`src/rtl/onchip_mem_copy_master.sv`:
```
`default_nettype none
// ============================================================================
// Module   : onchip_mem_copy_master
// Brief    : Avalon-MM block COPY / FILL master for a single-port on-chip RAM,
//            with a running checksum of all written words.
// Revision : 1.0 - initial release
// ============================================================================
module onchip_mem_copy_master #(
    parameter int ADDR_W       = 13,
    parameter int DATA_W       = 32,
    parameter int LEN_W        = 14,
    parameter int READ_LATENCY = 1
) (
    input  logic                clk,
    input  logic                reset,
    input  logic                start,
    input  logic                mode,
    input  logic [ADDR_W-1:0]   src_addr,
    input  logic [ADDR_W-1:0]   dst_addr,
    input  logic [LEN_W-1:0]    length,
    input  logic [DATA_W-1:0]   fill_data,
    input  logic [DATA_W-1:0]   fill_step,
    input  logic                abort,
    output logic                busy,
    output logic                done,
    output logic                aborted,
    output logic [LEN_W-1:0]    words_done,
    output logic [DATA_W-1:0]   checksum,
    output logic [ADDR_W-1:0]   avm_address,
    output logic                avm_chipselect,
    output logic                avm_write,
    output logic [DATA_W/8-1:0] avm_byteenable,
    output logic [DATA_W-1:0]   avm_writedata,
    input  logic [DATA_W-1:0]   avm_readdata,
    output logic                avm_clken
);

    localparam logic [2:0] c_st_idle = 3'd0;
    localparam logic [2:0] c_st_rd   = 3'd1;
    localparam logic [2:0] c_st_wait = 3'd2;
    localparam logic [2:0] c_st_wr   = 3'd3;
    localparam logic [2:0] c_st_fin  = 3'd4;

    logic [2:0]        r_state;
    logic              r_mode;
    logic [LEN_W-1:0]  r_len;
    logic [ADDR_W-1:0] r_cur_src;
    logic [ADDR_W-1:0] r_cur_dst;
    logic [DATA_W-1:0] r_cur_fill;
    logic [DATA_W-1:0] r_fill_step;
    logic [1:0]        r_lat_cnt;
    logic              r_busy;
    logic              r_done;
    logic              r_aborted;
    logic [LEN_W-1:0]  r_words_done;
    logic [DATA_W-1:0] r_checksum;
    logic [ADDR_W-1:0] r_address;
    logic              r_cs;
    logic              r_write;
    logic [DATA_W-1:0] r_wdata;
    logic              w_last;

    assign w_last = ((r_words_done + LEN_W'(1)) == r_len);

    // Bus outputs are set on the edge that enters a state, so RD/WR cycles
    // are exactly the cycles the registered strobes are high.
    always_ff @(posedge clk) begin
        if (reset) begin
            r_state      <= c_st_idle;
            r_mode       <= 1'b0;
            r_len        <= '0;
            r_cur_src    <= '0;
            r_cur_dst    <= '0;
            r_cur_fill   <= '0;
            r_fill_step  <= '0;
            r_lat_cnt    <= '0;
            r_busy       <= 1'b0;
            r_done       <= 1'b0;
            r_aborted    <= 1'b0;
            r_words_done <= '0;
            r_checksum   <= '0;
            r_address    <= '0;
            r_cs         <= 1'b0;
            r_write      <= 1'b0;
            r_wdata      <= '0;
        end else begin
            r_done <= 1'b0;
            case (r_state)
                c_st_idle: begin
                    // done is high in the first IDLE cycle; a start there is dropped
                    if (start && !r_done) begin
                        r_mode       <= mode;
                        r_len        <= length;
                        r_cur_src    <= src_addr;
                        r_cur_dst    <= dst_addr;
                        r_cur_fill   <= fill_data;
                        r_fill_step  <= fill_step;
                        r_words_done <= '0;
                        r_checksum   <= '0;
                        r_aborted    <= 1'b0;
                        r_busy       <= 1'b1;
                        if (length == '0) begin
                            r_state <= c_st_fin;
                        end else if (mode) begin
                            r_state   <= c_st_wr;
                            r_address <= dst_addr;
                            r_cs      <= 1'b1;
                            r_write   <= 1'b1;
                            r_wdata   <= fill_data;
                        end else begin
                            r_state   <= c_st_rd;
                            r_address <= src_addr;
                            r_cs      <= 1'b1;
                            r_write   <= 1'b0;
                        end
                    end
                end
                c_st_rd: begin
                    r_cs    <= 1'b0;
                    r_write <= 1'b0;
                    if (abort) begin
                        r_aborted <= 1'b1;
                        r_state   <= c_st_fin;
                    end else begin
                        r_lat_cnt <= 2'(READ_LATENCY);
                        r_state   <= c_st_wait;
                    end
                end
                c_st_wait: begin
                    if (abort) begin
                        r_aborted <= 1'b1;
                        r_state   <= c_st_fin;
                    end else if (r_lat_cnt == 2'd1) begin
                        r_wdata   <= avm_readdata;
                        r_address <= r_cur_dst;
                        r_cs      <= 1'b1;
                        r_write   <= 1'b1;
                        r_state   <= c_st_wr;
                    end else begin
                        r_lat_cnt <= r_lat_cnt - 2'd1;
                    end
                end
                c_st_wr: begin
                    r_words_done <= r_words_done + LEN_W'(1);
                    r_checksum   <= r_checksum + r_wdata;
                    r_cur_dst    <= r_cur_dst + ADDR_W'(1);
                    r_cur_src    <= r_cur_src + ADDR_W'(1);
                    r_cur_fill   <= r_cur_fill + r_fill_step;
                    if (abort || w_last) begin
                        r_aborted <= abort;
                        r_cs      <= 1'b0;
                        r_write   <= 1'b0;
                        r_state   <= c_st_fin;
                    end else if (r_mode) begin
                        r_address <= r_cur_dst + ADDR_W'(1);
                        r_wdata   <= r_cur_fill + r_fill_step;
                    end else begin
                        r_address <= r_cur_src + ADDR_W'(1);
                        r_write   <= 1'b0;
                        r_state   <= c_st_rd;
                    end
                end
                c_st_fin: begin
                    r_cs    <= 1'b0;
                    r_busy  <= 1'b0;
                    r_done  <= 1'b1;
                    r_state <= c_st_idle;
                end
                default: r_state <= c_st_idle;
            endcase
        end
    end

    assign busy           = r_busy;
    assign done           = r_done;
    assign aborted        = r_aborted;
    assign words_done     = r_words_done;
    assign checksum       = r_checksum;
    assign avm_address    = r_address;
    assign avm_chipselect = r_cs;
    assign avm_write      = r_write;
    assign avm_writedata  = r_wdata;
    assign avm_byteenable = {(DATA_W/8){1'b1}};
    assign avm_clken      = 1'b1;

endmodule
`default_nettype wire

```
`config.mk`:
```
export PLATFORM = sky130hd
export DESIGN_NAME = onchip_mem_copy_master
export DESIGN_NICKNAME = d
export VERILOG_FILES = /design/src/rtl/onchip_mem_copy_master.sv
export SDC_FILE = /design/constraint.sdc
export NUM_CORES = 1
export LEC_CHECK = 0
export CORE_ASPECT_RATIO = 1.5
export CORE_MARGIN = 5
export CORE_UTILIZATION = 43
export CTS_BUF_LIST = sky130_fd_sc_hd__clkbuf_16
export CTS_CLUSTER_DIAMETER = 200
export CTS_CLUSTER_SIZE = 14
export DETAILED_ROUTE_END_ITERATION = 16
export DONT_BUFFER_PORTS = 1
export PLACE_DENSITY = 0.66
export SETUP_SLACK_MARGIN = 0.3
export SYNTH_ARGS = -nofsm -noshare
export SYNTH_HDL_FRONTEND = slang
export SYNTH_SLANG_ARGS = --single-unit
```
`constraint.sdc`:
```
create_clock -name clk -period 5.3 [get_ports clk]
set_clock_uncertainty 0.05 [all_clocks]
set_input_delay 1.59 -clock clk [delete_from_list [all_inputs] [get_ports clk]]
set_output_delay 1.59 -clock clk [all_outputs]
set_load 0.03 [all_outputs]
```
; Yosys cells after proc, flatten, opt, wreduce, memory -nomap -nowiden
; Index checks and enable logic that the tools add are counted.
[word_totals]
regBits = 206
input_bits = 141
out_inout_bits = 101
elab_cells = 124
[op_classes]
addsub = 6
n_eq_ne = 19
mux = 58
n_reduce_logical = 24
[ops]
columns = cell, n
row1 = $mux 32, 9
row2 = $pmux 32 s2, 2
row3 = $mux 13, 9
row4 = $pmux 32 s3, 1
row5 = $add 32x32->32, 2
row6 = $pmux 13 s2, 2
row7 = $pmux 13 s3, 1
row8 = $pmux 14 s2, 1
row9 = $add 13x1->13 const B, 2
row10 = $mux 3, 7
row11 = $ne 2x2->1 const B, 10
row12 = $reduce_and 6->1, 3
row13 = $mux 1, 15
row14 = $add 14x1->14 const B, 1
row15 = $eq 14x14->1, 1
row16 = $logic_not 14->1, 1
row17 = $mux 14, 1
row18 = $pmux 3 s4, 1
row19 = $mux 2, 4
row20 = $pmux 1 s4, 2
row21 = $reduce_and 4->1, 2
row22 = $reduce_and 8->1, 1
row23 = $reduce_bool 4->1, 2
row24 = $eq 3x2->1 const B, 2
row25 = 18 further kinds, 25

; Logic depth before layout (Yosys ltp)
[depth]
word_depth = 5
mapped_depth = 12
ltp_nobuf = 12

; Worst setup path after synthesis
; Ideal clock, no wire load.
[synth_timing]
kind = input-to-reg
startpoint = input port length[13]
endpoint = register r_wdata[12], in the netlist avm_writedata[12]
setup_ns = 0.132
t_arrival_ns = 3.563
t_required_ns = 5.118
setup_slack_ns = 1.555
stages = 10
path_buffers = 2
path_cell_list = or4_1 > nor4_1 > nor2_1 > o21ai_0 > o21bai_1 > a21oi_1 > buf_2 > buf_6 > o211ai_1 > a21oi_1
[synth_via]
elab_chain_cells = 3
[synth_rtl]
columns = element, line_no
row1 = "start, declared", 20  ; input logic [LEN_W-1:0] length,
row2 = $logic_not 14->1, 102  ; if (length == '0) begin
row3 = $ne 2x2->1 (no line), n/a
row4 = $reduce_and 8->1 (no line), n/a
row5 = "end signal, assigned", 109  ; r_wdata <= fill_data;
row6 = "end signal, assigned", 134  ; r_wdata <= avm_readdata;
row7 = "end signal, assigned", 156  ; r_wdata <= r_cur_fill + r_fill_step;
row8 = "end, declared", 60  ; logic [DATA_W-1:0] r_wdata;
; Every way passes these cells.
; A chain may end at the register's enable or synchronous reset.

; Worst setup path after layout
[layout_timing]
startpoint = input port length[13]
endpoint = register r_wdata[26], in the netlist avm_writedata[26]
; The elaborated chain is that of the path after synthesis.

==> results by group <==
Run status
  – Outcome: finished, final reports clean

Placed design
  – PortBufs: 0
  – GP Congestion: 0.9300
  – Dpl ws: roughly 760 ps
  – Final HPWL DP: 32790 um
  – Placed cell area: 13540 um2

Pwr
  – LEAKAGE: between 5 and 6 nW
  – Pwr dens: between 400 and 500 nW/um2
  – VDD IR-drop max: between 0.2 and 0.3 mV

Cells and area
  – Reg area: between 4000 and 5000 um2
  – Fraction of layout cells with a size suffix above 1: 0.04212
  – Final Instance Area: 14060 um2
  – Filler cells: 3144
  – Nets: about 1900
  – Synthesis-to-layout area growth: 4.999%
  – Area of the multi-input gates: roughly 8700 um2

Synth
  – Post-Syn Area: around 13000 um2
  – Cells after Synth: ~1800
  – Post-synth EDFFs: 0
  – Register bit total from synthesis: 206
  – Avg Cell Area, Syn: about 7.6 um2
  – Post-synth cell types: 81
  – Total number of yosys warnings: 0
  – Primary FF master, synth: dfxtp_1
  – Async S/R FF share, synth: 0
  – Sequential element share of the synthesized area: 0.3080

Critical path
  – Crit path from: length[13]
  – WP buf/inv: 0
  – WP data required: 5660 ps
  – Crit Reg-Reg Startpoint: words_done[0]
  – WP data arrival: approximately 4500 ps
  – Crit path cell chain: or4_1, nor4_1, nor2_1, o21ai_0, o21bai_1, a21o_4, a2111oi_0, a2111oi_2
  – R2R setup slack: between 1000 and 1500 ps
  – CP top delay family: compound AO/OA/AOI/OAI gates
  – Worst R2R Path Depth: 10
  – Worst r2r dst: avm_writedata[24]
  – CP Max Fanout: 34
  – Crit Path Class: input pin to flop
  – CP Launch Type: input pin
  – Crit-path max cell delay: ~600 ps
  – Slowest CP cell: nor4_1
  – Critical path endpoint category: flop

Clock network
  – Clock transition at path regs: about 70 ps
  – CTS tree: done
  – Post-CTS Setup Bufs: 0
  – Resized Gates After CTS: 0
  – Clk Latency, worst-skew pair: about 510 ps
  – CTS Buf Count: 18
  – H-tree Lvls: 1
  – Clock root cell: clkbuf_16
  – Hold buffers post-CTS: 0
  – Clk buf depth: 3
  – Sink Count: between 200 and 250

Detailed routing
  – Post-DRT Antenna Nets: 0
  – DR WL/cell: 21.77 um
  – Final WL: roughly 45000 um
  – Iter 0 DRT Violations: ~850
  – DR pass1 iterations: 7
  – DR vias: ~13000
  – Vias per inst: ~6
  – DRC: 0

Min path
  – Hold depth: 2
  – Worst Hold Path EP: r_fill_step[13]
  – Path type of the worst min-delay path: flop to flop
  – Hold path startpoint: r_fill_step[13]

Global route
  – GR Util All Layers: 0.2461
  – GRT overflow: 0
  – Vias in the first global route: 12240
  – Pin count of the biggest net entering global routing: around 220
  – First-pass GRT wire length: 69100 um
  – Initial antenna violation count: 6

Timing
  – Maximum clock frequency: between 200 and 250 MHz
  – Period Utilization, post-route: 0.7800
  – Worst-Margin Slew: around 1200 ps
  – Final Setup Violations: 0
  – Setup TNS: 0 ps
  – Max-slew violations: 0
  – Fin. Hold Viols: 0
  – Rel. slew slack: 0.2238
  – Worst Slack Setup Final: 1166 ps
  – RSZ-0062 raised after global routing: false
  – Min cycle time layout: between 4000 and 5000 ps

Floorplanning
  – Die width: about 150 um
  – IO Count: between 200 and 250
  – Core Footprint: 30940 um2
  – Die extent in y: between 200 and 250 um
  – Initial Utilization: 0.4328
  – Die ar.: approximately 35000 um2
  – Placement row count: between 70 and 80

Job
  – Max Cap Viol: 0
[where the power goes]
part / internal, mW / total, mW / switching, mW
Combinational: 0.716 / 1.97 / 1.25
Clock: 0.683 / 1.28 / 0.602
Sequential: 1.81 / 2.38 / 0.567
[registers in the layout (all words and copies together), names as in the netlist, 2 cells and up]
signal,flops
words_done,14
r_state,3
avm_writedata,32
checksum,32
r_cur_dst,13
r_lat_cnt,2
avm_address,13
r_len,14
r_cur_src,13
r_fill_step,32
r_cur_fill,32
[worst reg2reg max path, stage by stage (launching register included)]
cell	delay [ps]
dfxtp_1	610
ha_1	350
nand2_1	160
nor4_4	470
mux2i_1	230
mux2i_1	90
a22o_1	280
a21o_2	260
a21oi_2	850
nand2b_1	300
o32ai_1	320
[cells in the mapped netlist, drive strengths merged (4+ instances only)]
cell type	n	share of area
a21o	37	0.021
o211ai	26	0.015
or4	6	0.0036
a31oi	18	0.0084
mux2i	42	0.031
nor2	164	0.046
xnor2	57	0.037
nor2b	12	0.0056
nor3	34	0.013
clkbuf	115	0.032
a311oi	36	0.024
inv	25	0.0070
nand2b	15	0.0070
nand4b	4	0.0026
a222oi	10	0.0075
ha	66	0.062
xor2	28	0.018
or3	15	0.0070
nand3	63	0.024
a211oi	25	0.014
or2	4	0.0019
dfxtp	206	0.31
nor4b	4	0.0026
buf	21	0.0092
and3	24	0.011
o21ai	78	0.029
nand2	278	0.078
nor4	10	0.0069
nand4	10	0.0047
a22oi	9	0.0050
o211a	4	0.0030
a22o	4	0.0026
a21oi	185	0.069
a221oi	12	0.0083
mux2	4	0.0034
a2111oi	7	0.0069
a211o	12	0.0078
o31ai	6	0.0034
o21a	14	0.0078
o21bai	11	0.0062
and4	6	0.0039
o2111ai	4	0.0026
[through the flow]
step / utilization / instances / total power, mW / hold slack, ps
after floorplan: - / 1761 / 3.813 / 390.0
after global placement: 0.4377 / 2047 / 4.326 / 394.4
after detailed placement: 0.4377 / 2047 / 4.373 / 396.6
after CTS: 0.4540 / 2067 / 5.677 / 406.2
after global routing: 0.4544 / 2071 / 5.977 / 429.8
final: 0.4544 / 2072 / 5.632 / 405.4
[cells in the final DEF, fill, tap and decap left out, types with 14 or more instances in the layout]
| cell | Yosys | final |
|---|---|---|
| o21ai_0 | 77 | 77 |
| buf_4 | 6 | 16 |
| o211ai_1 | 26 | 26 |
| xnor2_1 | 57 | 57 |
| a311oi_1 | 36 | 36 |
| dfxtp_1 | 206 | 205 |
| o21a_1 | 14 | 14 |
| clkbuf_16 | 0 | 19 |
| or3_1 | 15 | 14 |
| nand2_1 | 278 | 277 |
| nor3_1 | 34 | 33 |
| inv_1 | 25 | 25 |
| nand2b_1 | 15 | 14 |
| a211oi_1 | 25 | 25 |
| nor2_1 | 164 | 163 |
| mux2i_1 | 42 | 42 |
| a21o_1 | 35 | 35 |
| a21oi_1 | 185 | 183 |
| xor2_1 | 28 | 28 |
| ha_1 | 66 | 66 |
| and3_1 | 24 | 24 |
| nand3_1 | 61 | 61 |
| a31oi_1 | 18 | 18 |
[cell type report]
| type | instances | share of cell area |
|---|---|---|
| timing repair buffer | 17 | 0.009967 |
| clock buffer | 19 | 0.03382 |
| sequential | 206 | 0.2934 |
| inverter | 25 | 0.006674 |
| clock inverter | 1 | 0.002136 |
| multi-input combinational | 1394 | 0.6171 |
| tap | 405 | 0.03604 |
| antenna | 5 | 0.0008899 |
[cell families (layout without fill, tap and decap cells)]
family	Yosys count	in the layout	share of synthesized area
fa+ha+maj	68	68	0.06466
xor+xnor	85	85	0.05560
mux	46	46	0.03476
flops	206	206	0.3080
buf+inv	161	62	0.04840
simple gates	660	660	0.2242
other cells	1	10	0.0002801
compound gates	530	530	0.2642
[worst max path at each step]
| stage | slack, ps | endpoint | depth (start not counted) |
|---|---|---|---|
| 2_1_floorplan | 1550 | avm_writedata[12] | 10 |
| 6_report | 1170 | avm_writedata[26] | 8 |
| 3_3_place_gp | 840 | avm_writedata[26] | 8 |
| 4_1_cts | 1270 | avm_writedata[24] | 10 |
| 3_5_place_dp | 760 | avm_writedata[26] | 8 |
| 5_1_grt | 860 | avm_writedata[29] | 10 |
[per-layer routing]
layer,GRT usage,vias to the layer above,share of wire
li1,-,6161,-
met1,0.2854,6058,0.39
met2,0.4330,458,0.49
met3,0.05790,92,0.080
met4,0.1035,4,0.041
met5,0,-,0.00047
Note: power is estimated with default switching activity, not from simulation.
